===== src/rtl/rgba_avst_pkg.sv =====
// rgba_avst_pkg: shared state encoding, Avalon-ST packet type and RGBA field layout
package rgba_avst_pkg;
  typedef enum logic [1:0] {
    ST_IDLE = 2'd0,
    ST_HDR  = 2'd1,
    ST_PIX  = 2'd2,
    ST_PAD  = 2'd3
  } state_t;
  localparam logic [3:0] AVST_PKT_VIDEO = 4'h0;
  localparam int R_HI = 31;
  localparam int R_LO = 24;
  localparam int G_HI = 23;
  localparam int G_LO = 16;
  localparam int B_HI = 15;
  localparam int B_LO = 8;
  function automatic logic [23:0] rgba_to_rgb(input logic [31:0] p);
    return {p[R_HI:R_LO], p[G_HI:G_LO], p[B_HI:B_LO]};
  endfunction
endpackage


===== src/rtl/avst_pixel_fifo.sv =====
// avst_pixel_fifo: show-ahead synchronous FIFO with flush; a write into a full FIFO
// succeeds only when a read frees a slot in the same cycle
module avst_pixel_fifo #(
  parameter int DEPTH = 16,
  parameter int WIDTH = 24,
  localparam int AW = $clog2(DEPTH)
) (
  input  logic             clk,
  input  logic             rst,
  input  logic             flush,
  input  logic             wr,
  input  logic [WIDTH-1:0] wdata,
  input  logic             rd,
  output logic [WIDTH-1:0] rdata,
  output logic             full,
  output logic             empty,
  output logic [AW:0]      count
);
  logic [WIDTH-1:0] mem [DEPTH];
  logic [AW:0] wp, rp;
  logic do_rd, do_wr;
  assign count = wp - rp;
  assign empty = wp == rp;
  assign full  = (wp[AW] != rp[AW]) && (wp[AW-1:0] == rp[AW-1:0]);
  assign rdata = mem[rp[AW-1:0]];
  assign do_rd = rd && !empty;
  assign do_wr = wr && (!full || do_rd);
  always_ff @(posedge clk or posedge rst) begin
    if (rst) begin
      wp <= '0;
      rp <= '0;
    end else if (flush) begin
      wp <= '0;
      rp <= '0;
    end else begin
      wp <= wp + (AW+1)'(do_wr);
      rp <= rp + (AW+1)'(do_rd);
    end
  end
  always_ff @(posedge clk)
    if (do_wr && !flush) mem[wp[AW-1:0]] <= wdata;
endmodule


===== src/rtl/rgba_avst_video_tx.sv =====
// rgba_avst_video_tx: packs a free-running RGBA pixel stream into Avalon-ST Video
// data packets (header beat + W*H RGB beats) behind a small drop-on-overflow FIFO
module rgba_avst_video_tx
  import rgba_avst_pkg::*;
#(
  parameter int IMG_WIDTH  = 320,
  parameter int IMG_HEIGHT = 240,
  parameter int FIFO_DEPTH = 16
) (
  input  logic        clk,
  input  logic        reset,
  input  logic        pix_valid,
  input  logic [31:0] pix_data,
  input  logic        sreset,
  output logic [23:0] src_data,
  output logic        src_startofpacket,
  output logic        src_endofpacket,
  output logic [1:0]  src_empty,
  output logic        src_valid,
  input  logic        src_ready,
  output logic        overflow,
  output logic        frame_done,
  output logic        busy
);
  localparam int NPIX = IMG_WIDTH * IMG_HEIGHT;
  localparam int CW = $clog2(NPIX);
  localparam logic [CW-1:0] LAST = CW'(NPIX - 1);
  state_t state;
  logic [CW-1:0] pix_cnt;
  logic [23:0] head;
  logic full, empty;
  logic [$clog2(FIFO_DEPTH):0] count;
  logic accept, last_acc, pop, drop;
  assign src_empty = 2'b00;
  assign busy = state != ST_IDLE;
  always_comb begin
    src_valid = state == ST_HDR || state == ST_PAD || (state == ST_PIX && |count);
    src_startofpacket = state == ST_HDR;
    src_endofpacket = (state == ST_PIX || state == ST_PAD) && pix_cnt == LAST;
    src_data = state == ST_HDR ? {20'h0, AVST_PKT_VIDEO} : state == ST_PIX ? head : 24'h0;
  end
  assign accept = src_valid && src_ready;
  assign last_acc = accept && src_endofpacket;
  assign pop = accept && state == ST_PIX;
  assign drop = pix_valid && !sreset && full && !pop;
  avst_pixel_fifo #(.DEPTH(FIFO_DEPTH), .WIDTH(24)) u_fifo (
    .clk   (clk),
    .rst   (reset),
    .flush (sreset),
    .wr    (pix_valid && !sreset),
    .wdata (rgba_to_rgb(pix_data)),
    .rd    (pop),
    .rdata (head),
    .full  (full),
    .empty (empty),
    .count (count)
  );
  always_ff @(posedge clk or posedge reset) begin
    if (reset) begin
      state      <= ST_IDLE;
      pix_cnt    <= '0;
      overflow   <= 1'b0;
      frame_done <= 1'b0;
    end else begin
      frame_done <= last_acc;
      overflow   <= sreset ? 1'b0 : overflow | drop;
      unique case (state)
        ST_IDLE: if (!sreset && !empty) state <= ST_HDR;
        ST_HDR: begin
          if (sreset) state <= ST_IDLE;
          else if (accept) begin
            state   <= ST_PIX;
            pix_cnt <= '0;
          end
        end
        default: begin
          // a resync mid-packet finishes the open packet with zero beats instead of truncating it
          if (last_acc) state <= ST_IDLE;
          else if (sreset && state == ST_PIX) state <= ST_PAD;
          if (accept && !src_endofpacket) pix_cnt <= pix_cnt + 1'b1;
        end
      endcase
    end
  end
endmodule


===== config.mk =====
export PLATFORM = sky130hd
export DESIGN_NAME = rgba_avst_video_tx
export DESIGN_NICKNAME = d
export VERILOG_FILES = /design/src/rtl/rgba_avst_pkg.sv /design/src/rtl/avst_pixel_fifo.sv /design/src/rtl/rgba_avst_video_tx.sv
export SDC_FILE = /design/constraint.sdc
export NUM_CORES = 1
export LEC_CHECK = 0
export BUFFER_PORTS_ARGS = -buffer_cell sky130_fd_sc_hd__buf_2
export CAP_MARGIN = 0
export CORE_AREA = 5 5 171 296
export CTS_CLUSTER_DIAMETER = 120
export DETAILED_ROUTE_END_ITERATION = 7
export DIE_AREA = 0 0 176 301
export PLACE_DENSITY = 0.49
export REMOVE_ABC_BUFFERS = 1
export SYNTH_ARGS = -nofsm -noshare
export SYNTH_HDL_FRONTEND = slang
export SYNTH_SLANG_ARGS = --single-unit

===== constraint.sdc =====
create_clock -name clk -period 5.9 [get_ports clk]
set_input_delay 0.295 -clock clk [delete_from_list [all_inputs] [get_ports clk]]
set_output_delay 0.295 -clock clk [all_outputs]
set_load 0.02 [all_outputs]

==> results of run 1 <==
-- per-stage QoR --
stage	total power [mW]	utilization	hold slack (ps)
global placement	3.956	0.3702	213.0
global route	6.529	0.3954	113.5
floorplan	3.729	-	360.6
finish	6.276	0.3954	129.6
detailed placement	3.960	0.3702	219.0
CTS	6.381	0.3954	91.05
-- worst max-delay path, delay by kind of cell (launching register included) --
family | cells | cell delay (ps)
adders and majority gates | 1 | 340
buffers and inverters | 2 | 500
AOI/OAI and AO/OA | 3 | 890
DFF | 1 | 930
and+or+nand+nor | 2 | 1000
xor gates and xnor gates | 1 | 280
-- cells by family after synthesis --
family | Yosys count | synth area share
compound gates | 31 | 0.01211
xor+xnor | 10 | 0.005297
fa+ha+maj | 10 | 0.008022
buf+inv | 52 | 0.01589
flops | 415 | 0.7444
mux | 126 | 0.1671
other cells | 1 | 0.0002268
simple gates | 139 | 0.04700
-- power groups by stage --
stage,clock [mW],sequential [mW],combinational [mW]
floorplan,0,3.38,0.347
global placement,0,3.37,0.585
detailed placement,0,3.37,0.588
CTS,2.48,3.31,0.589
global route,2.59,3.31,0.624
finish,2.40,3.31,0.567
-- path summary, 6_finish.rpt --
kind,startpoint,end,slack (ps),cells past startpoint
worst max-delay path,u_fifo.rp[1],u_fifo.mem[10][0],1640,9
worst min-delay path,pix_data[15],u_fifo.mem[7][7],130,1
worst max register to register,u_fifo.rp[1],u_fifo.mem[10][0],1640,9
worst min register to register,pix_cnt[0],pix_cnt[0],510,1
max in group asynchronous,reset,u_fifo.rp[0],5000,4
min in group asynchronous,reset,pix_cnt[4],230,3
-- sequential cells by signal (all words and copies together) (netlist names) --
register	flops
frame_done	1
overflow	1
pix_cnt	17
state	2
u_fifo.mem	384
u_fifo.rp	5
u_fifo.wp	5
-- what timing repair did --
action / 4_1_cts / 5_1_grt
hold buffers: 1 / 0
endpoints found under the hold margin: 5 / 0
gates resized for setup: 0 / 0
-- cell usage in the layout (no fill, tap or decap), types with 5 or more instances in the layout --
| cell type | instances |
|---|---|
| sky130_fd_sc_hd__a21oi_1 | 12 |
| sky130_fd_sc_hd__buf_2 | 58 |
| sky130_fd_sc_hd__buf_4 | 31 |
| sky130_fd_sc_hd__clkbuf_1 | 7 |
| sky130_fd_sc_hd__clkbuf_16 | 41 |
| sky130_fd_sc_hd__clkinv_2 | 9 |
| sky130_fd_sc_hd__dfrtp_1 | 28 |
| sky130_fd_sc_hd__edfxtp_1 | 384 |
| sky130_fd_sc_hd__ha_1 | 9 |
| sky130_fd_sc_hd__inv_1 | 8 |
| sky130_fd_sc_hd__mux2i_1 | 6 |
| sky130_fd_sc_hd__mux4_2 | 120 |
| sky130_fd_sc_hd__nand2_1 | 21 |
| sky130_fd_sc_hd__nand2b_1 | 7 |
| sky130_fd_sc_hd__nand3_1 | 13 |
| sky130_fd_sc_hd__nor2_1 | 15 |
| sky130_fd_sc_hd__nor2b_1 | 29 |
| sky130_fd_sc_hd__nor3_1 | 6 |
| sky130_fd_sc_hd__nor3_2 | 9 |
| sky130_fd_sc_hd__nor4_2 | 6 |
| sky130_fd_sc_hd__o21ai_0 | 5 |
| sky130_fd_sc_hd__o31ai_1 | 7 |
| sky130_fd_sc_hd__or4_1 | 9 |
| sky130_fd_sc_hd__xor2_1 | 6 |
-- final cells by class --
type	instances	area, um^2
Timing Repair Buffer	90	533.0
Multi-Input combinational cell	318	4060
Sequential cell	415	12320
Clock buffer	48	1052
Fill cell	4317	28870
Tap cell	594	743.2
Clock inverter	20	142.6
Inverter	9	33.78
-- metal layers --
| metal | wire length [um] | vias to the layer above | GRT usage |
|---|---|---|---|
| met5 | 14 | - | 0 |
| met4 | 805 | 4 | 0.03790 |
| met3 | 1171 | 60 | 0.01884 |
| met2 | 20760 | 137 | 0.2661 |
| met1 | 14690 | 4241 | 0.1698 |
| li1 | - | 3419 | - |
==> flow_summary.json, run 1 <==
{
  "clock_tree.root_cell": "sky130_fd_sc_hd__clkbuf_16",
  "worst_setup_path_end_kind": "register",
  "first_global_vias": 8464,
  "die_width_um": 176,
  "cts_tree": "built",
  "die_h_um": 301,
  "outcome": "completed",
  "drive_gt1_frac": 0.3222,
  "synth_top_area_frac": 0.6974,
  "n_antenna_cell": 0,
  "leakagePower_nw": 5.957,
  "final_cell_count_no_fill": 1494,
  "clk_transition_reported_paths_ps": 60,
  "synth.yosys.warnings": 0,
  "worst_ep_arrival_ps": 4490,
  "max_cap_violations": 0,
  "worstSetupStartpointType": "register",
  "tightest_slew_ps": 1058,
  "slowest_stage": "sky130_fd_sc_hd__nor3_2",
  "route.antenna.remaining_nets": 0,
  "yosys.area.top_type": "sky130_fd_sc_hd__edfxtp_1",
  "post-synth-top-count-cell": "sky130_fd_sc_hd__edfxtp_1",
  "synth_area_mm2": 0.01653,
  "power_switching_mw": 1.475,
  "place.detailed.hpwl_um": 21310,
  "seq_area_frac_synth": 0.7444,
  "drt-initial-drc-count": 490,
  "gpl.final_weighted_congestion": 0.7123,
  "ctsLongestPathBuffers": 3,
  "start_util": 0.3463,
  "cp_cell_sequence": "inv_1, ha_1, nand2b_1, a21oi_1, xor2_1, o31ai_2, o31a_1, nor3_2, buf_4",
  "die_area_mm2": 0.05298,
  "routed_via_density": 5.262,
  "final_layout_setup_total_negative_slack_ps": 0,
  "clkPwrFrac": 0.382,
  "drt_pass1_iterations": 5,
  "ios": 69,
  "drc": 0,
  "finalSetupViolations": 0,
  "post-place-ws_ps": 1519,
  "cts-buffers-inserted": 41,
  "comb_power_share": 0.090,
  "floorplan.rows": 106,
  "min_period_ps": 4265,
  "post_cts.repair.setup_buffers": 0,
  "io_buf_count": 58,
  "grt_first_pass_wirelength_um": 55660,
  "rsz0062_at_grt": "false",
  "slew_violations": 0,
  "crit_path_max_fanout": 51,
  "maxSlewHeadroom": 0.2943,
  "pwr_density_cell_mw_per_mm2": 332.4,
  "timing.final.hold_violations": 0,
  "routed_wl_um": 37440,
  "final_layout_net_count": 922,
  "fmax_mhz": 234.5,
  "synth_cell_type_count": 44,
  "placed_cells": 1425,
  "globalRoute.totalOverflow": 0,
  "synth-main-ff-cell": "sky130_fd_sc_hd__edfxtp_1",
  "synth_enable_flop_cells": 384,
  "core_mm2": 0.04775,
  "worst_ep_required_time_ps": 6120,
  "synth_async_sr_flop_share": 0.07470,
  "placed_cell_area_mm2": 0.01768,
  "finalClockSkew_ps": 11.78,
  "pin_count_of_the_biggest_net_entering_global_routing": 52,
  "synth-seq-cells": 415,
  "synth.cells.most_frequent": "sky130_fd_sc_hd__edfxtp_1 (384), sky130_fd_sc_hd__mux4_2 (120), sky130_fd_sc_hd__dfrtp_1 (31), sky130_fd_sc_hd__nor2b_1 (29), sky130_fd_sc_hd__nand2_1 (21)",
  "power_report.internal_total_mw": 4.800,
  "hold_class": "in -> reg",
  "timing.critical_path.slowest_cell_delay_ps": 940,
  "wire_per_inst_um": 25.06,
  "seq_power_share": 0.527,
  "grt_util_all_layers": 0.1416,
  "layout_overhead_on_the_synthesized_area_pct": 14.20,
  "synth_area_leaders": "sky130_fd_sc_hd__edfxtp_1 (70%), sky130_fd_sc_hd__mux4_2 (16%), sky130_fd_sc_hd__dfrtp_1 (4.7%), sky130_fd_sc_hd__nor2b_1 (1.1%), sky130_fd_sc_hd__ha_1 (0.68%)",
  "cts_max_level": 2,
  "initial_antenna_violation_count": 4,
  "synth_cells": 784,
  "layout_setup_ws_ps": 1635,
  "routed-via-count": 7861,
  "worst_skew_pair.late_latency_ps": 540,
  "synth_area_per_cell_um2": 21.09,
  "clock_sinks": 415,
  "switching_part_of_the_total": 0.2351,
  "finalInstanceArea_mm2": 0.01888,
  "critPathKind": "reg -> reg",
  "final.period_utilization": 0.7229,
  "vdd.ir_drop.worst_uv": 228.8
}
(Power assumes the default switching activity.)
==> run 2: changes to the inputs <==
--- a/config.mk
+++ b/config.mk
@@ -5,13 +5,14 @@
 export SDC_FILE = /design/constraint.sdc
 export NUM_CORES = 1
 export LEC_CHECK = 0
+export ABC_AREA = 1
 export BUFFER_PORTS_ARGS = -buffer_cell sky130_fd_sc_hd__buf_2
 export CAP_MARGIN = 0
-export CORE_AREA = 5 5 171 296
+export CORE_AREA = 5 5 174 301
 export CTS_CLUSTER_DIAMETER = 120
 export DETAILED_ROUTE_END_ITERATION = 7
-export DIE_AREA = 0 0 176 301
-export PLACE_DENSITY = 0.49
+export DIE_AREA = 0 0 179 306
+export PLACE_DENSITY = 0.5
 export REMOVE_ABC_BUFFERS = 1
 export SYNTH_ARGS = -nofsm -noshare
 export SYNTH_HDL_FRONTEND = slang
==> constraint.sdc (replaced) <==
create_clock -name clk -period 3.9 [get_ports clk]
set_input_delay 0.195 -clock clk [delete_from_list [all_inputs] [get_ports clk]]
set_output_delay 0.195 -clock clk [all_outputs]
set_load 0.02 [all_outputs]
==> flow_summary.json, run 2 <==
{
  "cts_tree": "built",
  "synth_cells": 1327,
  "route.antenna.remaining_nets": 0,
  "synth_cell_type_count": 40,
  "seq_area_frac_synth": 0.7202,
  "drive_gt1_frac": 0.1661,
  "synth.yosys.warnings": 0,
  "post-synth-top-count-cell": "sky130_fd_sc_hd__edfxtp_1",
  "pin_count_of_the_biggest_net_entering_global_routing": 110,
  "post_cts_resized": 0,
  "clock_sinks": 415,
  "layout.cells.most_common": "sky130_fd_sc_hd__edfxtp_1",
  "multi_input_area_mm2": 0.004318,
  "routed_via_density": 5.296,
  "crit_path_frequent_cell": "sky130_fd_sc_hd__buf_4",
  "synth_async_sr_flop_share": 0.07470,
  "place.detailed.hpwl_um": 25490,
  "critPathKind": "reg -> out",
  "fmax_mhz": 290.3,
  "routed_wl_um": 44810,
  "leakagePower_nw": 6.447,
  "drt_pass1_iterations": 7,
  "most_frequent_cells_in_the_layout": "sky130_fd_sc_hd__edfxtp_1 (384), sky130_fd_sc_hd__nor2_1 (222), sky130_fd_sc_hd__o21ai_0 (191)",
  "initial_antenna_violation_count": 3,
  "floorplan.rows": 108,
  "grt_first_pass_wirelength_um": 68140,
  "worst_ep_arrival_ps": 3250,
  "drc": 0,
  "max_ffs_per_register": 384,
  "outcome": "completed",
  "die_h_um": 306,
  "worst_skew_pair.late_latency_ps": 540,
  "timing.critical_path.slowest_cell_delay_ps": 680,
  "cts_max_level": 2,
  "fillCellCount": 4702,
  "grt_util_all_layers": 0.1637,
  "gpl.final_weighted_congestion": 0.8376,
  "synth_top_area_frac": 0.6748,
  "max_cap_violations": 0,
  "core_mm2": 0.04959,
  "synth_area_leaders": "sky130_fd_sc_hd__edfxtp_1 (67%), sky130_fd_sc_hd__o21ai_0 (5.6%), sky130_fd_sc_hd__nor2_1 (4.9%), sky130_fd_sc_hd__dfrtp_1 (4.5%), sky130_fd_sc_hd__o221ai_1 (3.1%)",
  "final_layout_net_count": 1440,
  "routed-via-count": 11031,
  "synth_area_mm2": 0.01709,
  "wire_per_inst_um": 21.51,
  "cts-buffers-inserted": 40,
  "slew_violations": 0,
  "final_cell_count_no_fill": 2083,
  "seq_area_mm2": 0.01231,
  "die_width_um": 179,
  "globalRoute.totalOverflow": 0,
  "pwr_density_cell_mw_per_mm2": 511.4,
  "yosys.area.top_type": "sky130_fd_sc_hd__edfxtp_1",
  "finalSetupViolations": 0,
  "fin_hold_ws_ps": 35.54,
  "start_util": 0.3446,
  "die_area_mm2": 0.05477,
  "final.period_utilization": 0.8832,
  "synth.cells.most_frequent": "sky130_fd_sc_hd__edfxtp_1 (384), sky130_fd_sc_hd__nor2_1 (222), sky130_fd_sc_hd__o21ai_0 (191), sky130_fd_sc_hd__nand2_1 (64), sky130_fd_sc_hd__o221ai_1 (61)",
  "final_core_util": 0.3943,
  "slowest_stage": "sky130_fd_sc_hd__buf_4",
  "io_buf_count": 58,
  "worstSetupStartpointType": "register",
  "synth_area_per_cell_um2": 12.88,
  "final_layout_setup_total_negative_slack_ps": 0,
  "timing.final.hold_violations": 0,
  "cp_cell_sequence": "buf_4, buf_4, o21ai_0, o221ai_1, o211ai_1, a21oi_1, buf_2",
  "vdd.ir_drop.worst_uv": 394.9,
  "first_global_vias": 11128,
  "synth-main-ff-cell": "sky130_fd_sc_hd__edfxtp_1",
  "synth_enable_flop_cells": 384,
  "tightest_slew_ps": 1132,
  "rsz0062_at_grt": "false",
  "placed_cells": 2007,
  "ios": 69,
  "layout_overhead_on_the_synthesized_area_pct": 14.42,
  "drt-initial-drc-count": 824,
  "maxSlewHeadroom": 0.2457,
  "clk_transition_reported_paths_ps": 60,
  "ctsLongestPathBuffers": 3,
  "hold_class": "in -> reg",
  "crit_path_max_fanout": 64,
  "clock_tree.root_cell": "sky130_fd_sc_hd__clkbuf_16",
  "worst_setup_path_end_kind": "output pin",
  "power_mw": 10.00,
  "synth-seq-cells": 415,
  "finalClockSkew_ps": 19.29,
  "worst_ep_required_time_ps": 3700,
  "min_period_ps": 3444
}
run 2: layer usage:
layer / global-route usage / wire length, um
met1: 0.2025 / 18070
met2: 0.2873 / 23080
met3: 0.02774 / 2242
met4: 0.05664 / 1390
met5: 0 / 20
run 2: worst max-delay path, delay by kind of cell, from the launching register on:
family	cells	cell delay, ps
buffers and inverters	3	1300
AO/OA/AOI/OAI	4	950
flip-flops	1	380
run 2: path summary, 6_finish.rpt:
kind	startpoint	end	slack (ps)	depth (start not counted)
max	u_fifo.rp[1]	src_data[21]	460	7
min	pix_data[21]	u_fifo.mem[11][13]	40	1
max reg2reg	u_fifo.rp[1]	u_fifo.mem[0][11]	890	12
min reg2reg	pix_cnt[3]	pix_cnt[3]	510	2
max in group asynchronous	reset	pix_cnt[2]	2770	4
min in group asynchronous	reset	pix_cnt[8]	410	3
run 2: through the flow:
step / setup slack [ps] / instance area [um^2]
6_report: 455.6 / 19550
5_1_grt: 285.3 / 19550
4_1_cts: 360.3 / 19550
3_5_place_dp: 841.0 / 18290
3_3_place_gp: 879.5 / 18290
2_1_floorplan: -2512 / 16670
run 2: layout make-up:
type,instances,area share
sequential,415,0.6297
multi-input combinational,789,0.2208
clock buffer,57,0.05714
tap,660,0.04223
timing repair buffer,113,0.03776
inverter,34,0.006783
clock inverter,13,0.005247
antenna,2,0.0002560
run 2: timing repair:
action,in CTS,in global routing
endpoints found under the hold margin,26,0
hold buffers,4,0
setup buffers,0,0
run 2: cell families (layout without fill, tap and decap cells):
kind of cell	count (synthesis)	count (layout)	synth area share
AO/OA/AOI/OAI	384	384	0.1384
XOR/XNOR	7	7	0.003588
adder cells (fa/ha/maj)	10	10	0.007762
buffers and inverters	124	217	0.03207
flip-flops	415	415	0.7202
other	1	4	0.0002195
AND/OR/NAND/NOR	386	386	0.09775
run 2: where the power goes:
group,switching (mW),internal [mW],total [mW],leakage [nW]
clock,1.62,2.07,3.70,0.589
combinational,0.873,0.355,1.23,1.98
sequential,0.120,4.96,5.08,3.88
